<file path="src/rtl/fft_stage_controller.sv">
// In-place radix-2 DIT FFT sequencer: walks LOG2N stages of N/2 butterfly pairs each.
// Define FFT_CTRL_TIMEOUT_EN to abort a pass when the butterfly stalls in WAIT_BF.
module fft_stage_controller #(
   parameter int N              = 8,
   parameter int LOG2N          = 3,
   parameter int TIMEOUT_CYCLES = 16
) (
   input  logic             clk,
   input  logic             reset,
   input  logic             start,
   output logic             busy,
   output logic             done,
   output logic             err,
   output logic             bf_start,
   input  logic             bf_done,
   output logic [LOG2N-1:0] addr_0,
   output logic [LOG2N-1:0] addr_1,
   output logic [LOG2N-2:0] tw_idx,
   output logic             wr_en,
   output logic [LOG2N-1:0] stage
);

   if (N != (1 << LOG2N) || LOG2N < 2 || TIMEOUT_CYCLES < 1) begin : g_bad_params
      $error("fft_stage_controller: inconsistent N / LOG2N / TIMEOUT_CYCLES");
   end

   typedef enum logic [2:0] {IDLE, ISSUE, WAIT_BF, WRITE, DONE} state_t;

   localparam logic [LOG2N-1:0] ONE    = LOG2N'(1);
   localparam logic [LOG2N-1:0] S_LAST = LOG2N'(LOG2N - 1);
   localparam logic [LOG2N-2:0] K_LAST = (LOG2N-1)'(N / 2 - 1);

   state_t           state_q, state_d;
   logic [LOG2N-1:0] s_q, s_d;
   logic [LOG2N-2:0] k_q, k_d;
   logic             busy_q, busy_d;
   logic             done_q, done_d;
   logic             bf_start_q, bf_start_d;
   logic             wr_en_q, wr_en_d;
   logic [LOG2N-1:0] addr_0_q, addr_0_d;
   logic [LOG2N-1:0] addr_1_q, addr_1_d;
   logic [LOG2N-2:0] tw_idx_q, tw_idx_d;

`ifdef FFT_CTRL_TIMEOUT_EN
   localparam int            TO_W    = $clog2(TIMEOUT_CYCLES + 1);
   localparam logic [TO_W-1:0] TO_LAST = TO_W'(TIMEOUT_CYCLES - 1);
   logic [TO_W-1:0] to_q, to_d;
   logic            err_q, err_d;
`endif

   // Upper leg: group base (grp * 2 * half) plus position inside the group.
   function automatic logic [LOG2N-1:0] leg0_addr(input logic [LOG2N-2:0] k,
                                                  input logic [LOG2N-1:0] s);
      logic [LOG2N-1:0] kk;
      logic [LOG2N-1:0] mask;
      kk   = {1'b0, k};
      mask = (ONE << s) - ONE;
      return ((kk >> s) << (s + ONE)) | (kk & mask);
   endfunction

   function automatic logic [LOG2N-2:0] tw_index(input logic [LOG2N-2:0] k,
                                                 input logic [LOG2N-1:0] s);
      logic [LOG2N-1:0] pos;
      pos = {1'b0, k} & ((ONE << s) - ONE);
      return (LOG2N-1)'(pos << (S_LAST - s));
   endfunction

   always_comb begin
      state_d  = state_q;
      s_d      = s_q;
      k_d      = k_q;
      addr_0_d = addr_0_q;
      addr_1_d = addr_1_q;
      tw_idx_d = tw_idx_q;
`ifdef FFT_CTRL_TIMEOUT_EN
      to_d     = to_q;
      err_d    = err_q;
`endif
      case (state_q)
         IDLE: begin
            if (start) begin
               s_d     = '0;
               k_d     = '0;
               state_d = ISSUE;
`ifdef FFT_CTRL_TIMEOUT_EN
               err_d   = 1'b0;
`endif
            end
         end
         ISSUE: begin
            state_d = WAIT_BF;
`ifdef FFT_CTRL_TIMEOUT_EN
            to_d    = '0;
`endif
         end
         WAIT_BF: begin
            if (bf_done) begin
               state_d = WRITE;
`ifdef FFT_CTRL_TIMEOUT_EN
            end else if (to_q == TO_LAST) begin
               err_d   = 1'b1;
               state_d = IDLE;
            end else begin
               to_d    = to_q + TO_W'(1);
`endif
            end
         end
         WRITE: begin
            if (k_q != K_LAST) begin
               k_d     = k_q + (LOG2N-1)'(1);
               state_d = ISSUE;
            end else if (s_q != S_LAST) begin
               k_d     = '0;
               s_d     = s_q + ONE;
               state_d = ISSUE;
            end else begin
               state_d = DONE;
            end
         end
         DONE:    state_d = IDLE;
         default: state_d = IDLE;
      endcase

      // Outputs are decoded from the next state so they register alongside it.
      busy_d     = (state_d != IDLE);
      bf_start_d = (state_d == ISSUE);
      wr_en_d    = (state_d == WRITE);
      done_d     = (state_d == DONE);
      if (state_d == ISSUE) begin
         addr_0_d = leg0_addr(k_d, s_d);
         addr_1_d = leg0_addr(k_d, s_d) + (ONE << s_d);
         tw_idx_d = tw_index(k_d, s_d);
      end
   end

   always_ff @(posedge clk or negedge reset) begin
      if (!reset) begin
         state_q    <= IDLE;
         s_q        <= '0;
         k_q        <= '0;
         busy_q     <= 1'b0;
         done_q     <= 1'b0;
         bf_start_q <= 1'b0;
         wr_en_q    <= 1'b0;
         addr_0_q   <= '0;
         addr_1_q   <= '0;
         tw_idx_q   <= '0;
`ifdef FFT_CTRL_TIMEOUT_EN
         to_q       <= '0;
         err_q      <= 1'b0;
`endif
      end else begin
         state_q    <= state_d;
         s_q        <= s_d;
         k_q        <= k_d;
         busy_q     <= busy_d;
         done_q     <= done_d;
         bf_start_q <= bf_start_d;
         wr_en_q    <= wr_en_d;
         addr_0_q   <= addr_0_d;
         addr_1_q   <= addr_1_d;
         tw_idx_q   <= tw_idx_d;
`ifdef FFT_CTRL_TIMEOUT_EN
         to_q       <= to_d;
         err_q      <= err_d;
`endif
      end
   end

   assign busy     = busy_q;
   assign done     = done_q;
   assign bf_start = bf_start_q;
   assign wr_en    = wr_en_q;
   assign addr_0   = addr_0_q;
   assign addr_1   = addr_1_q;
   assign tw_idx   = tw_idx_q;
   assign stage    = s_q;
`ifdef FFT_CTRL_TIMEOUT_EN
   assign err      = err_q;
`else
   assign err      = 1'b0;
`endif

endmodule

</file>
<file path="config.mk">
export PLATFORM = sky130hd
export DESIGN_NAME = fft_stage_controller
export DESIGN_NICKNAME = d
export VERILOG_FILES = /design/src/rtl/fft_stage_controller.sv
export SDC_FILE = /design/constraint.sdc
export NUM_CORES = 1
export LEC_CHECK = 0
export ABC_CLOCK_PERIOD_IN_PS = 2900
export BUFFER_PORTS_ARGS = -buffer_cell sky130_fd_sc_hd__buf_2
export CAP_MARGIN = 20
export CORE_MARGIN = 2
export CORE_UTILIZATION = 33
export DETAILED_ROUTE_END_ITERATION = 7
export PLACE_DENSITY = 0.53
export SLEW_MARGIN = 20
export SYNTH_ARGS = -nofsm -noshare
export SYNTH_HDL_FRONTEND = slang
export SYNTH_SLANG_ARGS = --single-unit
</file>
<file path="constraint.sdc">
create_clock -name clk -period 2.9 [get_ports clk]
set_input_delay 0.29 -clock clk [delete_from_list [all_inputs] [get_ports clk]]
set_output_delay 0.29 -clock clk [all_outputs]
set_load 0.1 [all_outputs]
</file>
**After elaboration in Yosys (flattened, before gate mapping)**

Cells that the tools add are included.

- $add $sub $neg: 6
- Equality and inequality tests: 8
- Shift operators: 4
- Muxes and demuxes: 13
- Bitwise operators: 2
- Reductions and logical operators: 2

Operator list:

| kind | count |
|---|---|
| $mux 3 | 7 |
| $pmux 3 s4 | 1 |
| $eq 3x2->1 const B | 3 |
| $add 3x1->3 const B | 2 |
| $eq 3x1->1 const B | 2 |
| $mux 2 | 3 |
| $pmux 3 s2 | 1 |
| $pmux 2 s2 | 1 |
| $add 3x3->3 | 1 |
| $and 2x3->3 | 1 |
| $eq 3x3->1 const B | 1 |
| $logic_not 3->1 | 1 |
| $ne 3x2->1 const B | 1 |
| $or 3x3->3 | 1 |
| $reduce_bool 3->1 | 1 |
| $shl 1x3->3 const A | 1 |
| $shl 3x3->2 | 1 |
| $shl 3x3->3 | 1 |
| $shr 2x3->3 | 1 |
| $sub 2x3->3 const A | 1 |
| $sub 3x1->3 const B | 1 |
| $add 2x1->2 const B | 1 |
| $ne 2x2->1 const B | 1 |

- Register bits: 20
- Output and inout port bits: 16
- Logic and storage cells: 45

**Longest topological paths before layout**

- Depth in word-level cells: 9
- Depth in mapped cells: 13
- Mapped depth without buffers: 13

**Worst setup path after synthesis**

Ideal clock, no wire load.

- Path kind: reg2reg
- Start point: reg s_q[0], in the netlist stage[0]
- End point: reg addr_1_q[2], in the netlist addr_1[2]
- Library setup time: 132 ps
- Arrival: 3669 ps
- Data required time: 2768 ps
- Path slack: -901 ps
- Stages on the path, launching flop included: 14
- Clock period less this slack: 3801 ps
- Cell sequence: dfrtp_1 > inv_1 > ha_1 > nor2b_1 > or4_4 > nand3_1 > ha_1 > and4b_1 > nand3_1 > o21ai_1 > ha_1 > fa_1 > xnor3_1 > o21ai_1

- Cells in the longest elaborated chain, start to end: 9
- Elaborated cells on any way between the ends: 21

RTL lines:

| element | line | RTL |
|---|---|---|
| from (decl) | 34 | `logic [LOG2N-1:0] s_q, s_d;` |
| from (signal assigned) | 139 | `s_q <= '0;` |
| from (signal assigned) | 154 | `s_q <= s_d;` |
| $add 3x1->3 or $ne 3x2->1 (tied branches) | 114, 112 |  |
| $mux 3 | 112 | `end else if (s_q != S_LAST) begin` |
| $mux 3 | 109 | `if (k_q != K_LAST) begin` |
| $pmux 3 s2 (*) | 79 | `case (state_q)` |
| named net s_d[0] | 34 |  |
| parallel branches: the longest is 4 deep, another holds $add 3x1->3 | n/a |  |
| $add 3x3->3 (*) | 131 | `addr_1_d = leg0_addr(k_d, s_d) + (ONE << s_d);` |
| to (signal assigned) | 161 | `addr_1_q <= addr_1_d;` |
| to (decl) | 41 | `logic [LOG2N-1:0] addr_1_q, addr_1_d;` |

Mark *: on every way through the listed nets, which the timed path passes.
A chain may end at the register's enable or synchronous reset.

**Worst setup path in the final report**

- Start point: reg s_q[1], in the netlist stage[1]
- End point: reg addr_1_q[2], in the netlist addr_1[2]

- Cells in the longest elaborated chain, start to end: 9
- Elaborated cells on any way between the ends: 21

RTL lines:

| element | line |
|---|---|
| $ne 3x2->1 (*) | 112 |
| $mux 3 (*) | 112 |
| $mux 3 (*) | 109 |
| $pmux 3 s2 (*) | 79 |
| named net s_d[0] | 34 |
| parallel branches: the longest is 4 deep, another holds $add 3x1->3 | n/a |
| $add 3x3->3 (*) | 131 |

Marked as above.

==> impl_metrics.toml <==
[run_status]
outcome = "completed"

[timing]
min_period_ns = 2.88
skew_ns = 0.0120
worst_pin_slew_ns = 0.563
post-route-period-util_pct = 99.3
maxSlewViolCount = 0
fmax_mhz = 347
max_slew_margin_pct = 62.0
setup_viol = 0
finalHoldViolCount = 0
grt_setup_unrepaired = "yes"
hold_ws_ns = 0.326

[finish]
area_growth_pct = 42.4
fin_area_um2 = 1650
multi_input_area_um2 = 736
regArea_um2 = 512
final_cell_mix = "buf_4, buf_2, dfrtp_1"
fin_cells = 193
final_util_pct = 49.1
drive_above_1_share_pct = 51.0
final.fill_count = 330
fin_nets = 161
final_common_cell = "buf_4"
n_antenna_cell = 0

[critical_path]
crit_arrival_ns = 3.13
start_kind = "flop"
crit_type = "flop to flop"
critical_path.top_delay_family = "simple AND/OR/NAND/NOR gates"
crit_chain = "ha_4, nor2b_4, or4_4, nand3_4, ha_4, and4b_2, nand3_4, o21ai_2, ha_2, fa_2, xnor3_1, o21ai_1"
cpPeakStageDelay_ns = 0.51
cp_max_fo = 5
cp_slowest_cell = "dfrtp_4"
end_kind = "flop"
cp.depth = 12
cp.buffers_inverters = 0
r2r_cells = 12
worstPathRequired_ns = 3.15

[global_route]
antenna_found_initial = 0
grt_usage_pct = 14.8
grt_pass1_wl_um = 4570
grt.overflow.total = 0
grt_pass1_vias = 993
grt_max_degree = 21

[floorplanning]
core_um2 = 3360
initial_core_util_pct = 34.4
chipHeight_um = 63.3
die_area_um2 = 4000
io_pins = 20
die_w_um = 63.3
row_count = 21

[route]
routed_via_density = 4.78
ant_nets = 0
dr.pass1.iters = 4
wl_per_cell_um = 14.2
drt_iter0_drc = 21
vias = 923
wl_um = 2750
drc_errors = 0

[yosys]
avgSynthCellArea_um2 = 10.7
synth_top_area_cell = "dfrtp_1"
ys_types = 42
synthArstFlopShare_pct = 100
synth_nets = 121
synth_area_um2 = 1160
yosysTopAreaCellShare_pct = 43.2
synthCells = 108
synth_sequential_area_ratio_pct = 43.2
synth_seq_cells = 20
synth_area_leaders = "dfrtp_1, ha_1, nand2_1"
synth_ff_type = "dfrtp_1"
yosys_warnings = 0
synth_edf_count = 0

[placement]
numPortBuffers = 18
dp_hpwl_um = 2010
dp.cells = 181
post_dp_cell_area_um2 = 1500
gp_congestion = 0.720

[cts]
cts_tree = "built"
clk_pin_slew_worst_paths_ns = 0.13
ctsLongestPathBuffers = 2
cts_root_buffer = "clkbuf_4"
clk_latency_ns = 0.31
h-tree-depth = 1
cts_buffers = 3
clock-sinks = 20

[min_path]
hold_depth = 2
hp-class = "input port to flop"

[run]
drv_cap = 0
==> synth_stat cells (2+ instances only) <==
master,number
a22o_1,2
a31oi_1,2
and2_1,2
buf_4,2
clkbuf_1,2
dfrtp_1,20
ha_1,8
inv_1,8
mux2_2,2
mux2i_1,4
nand2_1,11
nand3_1,2
nor2_1,6
nor3_1,3
o21ai_0,3
o21ai_1,2
or3_1,2
xnor2_1,3
==> repair_timing <==
action                     4_1_cts  5_1_grt
hold endpoints to repair        20        0
setup endpoints to repair        2        2
setup buffers                    0        7
pin swaps                        0        2
hold buffers                     1        0
resized for setup                1        7
==> sequential cells by signal, summed over array words and instances (netlist names) <==
signal and count:
addr_0 3, addr_1 3, bf_start 1, busy 1, done 1, k_q 2, stage 3, state_q 3
tw_idx 2, wr_en 1
==> routing by layer <==
layer / global-route usage (%) / vias up / wire, um
li1: - / 458 / -
met1: 17.8 / 444 / 1240
met2: 26.7 / 17 / 1390
met3: 3.93 / 4 / 89
met4: 2.45 / 0 / 33
met5: 0 / - / 0
==> worst paths after layout <==
kind                                   end  slack (ns)       from
worst max-delay path             addr_1[2]        0.02   stage[1]
worst min-delay path                 wr_en        0.33    bf_done
worst max register to register   addr_1[2]        0.02   stage[1]
worst min register to register   addr_1[1]        0.49  addr_1[1]
max in group asynchronous       state_q[2]        2.06      reset
min in group asynchronous         stage[0]        0.47      reset
==> layout make-up <==
class	instances	share of cell area, %
Sequential cell	20	31.0
Timing Repair Buffer	40	15.6
Tap cell	46	3.49
Multi-Input combinational cell	75	44.6
Inverter	8	2.12
Clock buffer	3	1.36
Clock inverter	1	1.82
==> through the flow <==
step	worst slack, ns	setup TNS (ns)
after global placement	0.0421	0
after CTS	-0.00733	-0.00733
after floorplan	-0.137	-0.264
after global routing	-0.120	-0.166
after detailed placement	0.0158	0
final	0.0212	0
==> cells by family after synthesis <==
group | after synthesis | share of synthesized area (%)
and+or+nand+nor | 39 | 20.8
DFF | 20 | 43.2
AOI/OAI and AO/OA | 16 | 10.2
buffers and inverters | 13 | 5.51
adders and majority gates | 9 | 10.4
muxes | 6 | 5.40
xor gates and xnor gates | 4 | 4.21
other | 1 | 0.324
Power is left out: the tool's default activity adds up to more than one toggle a clock period on the data nets, which glitch-free logic cannot reach.
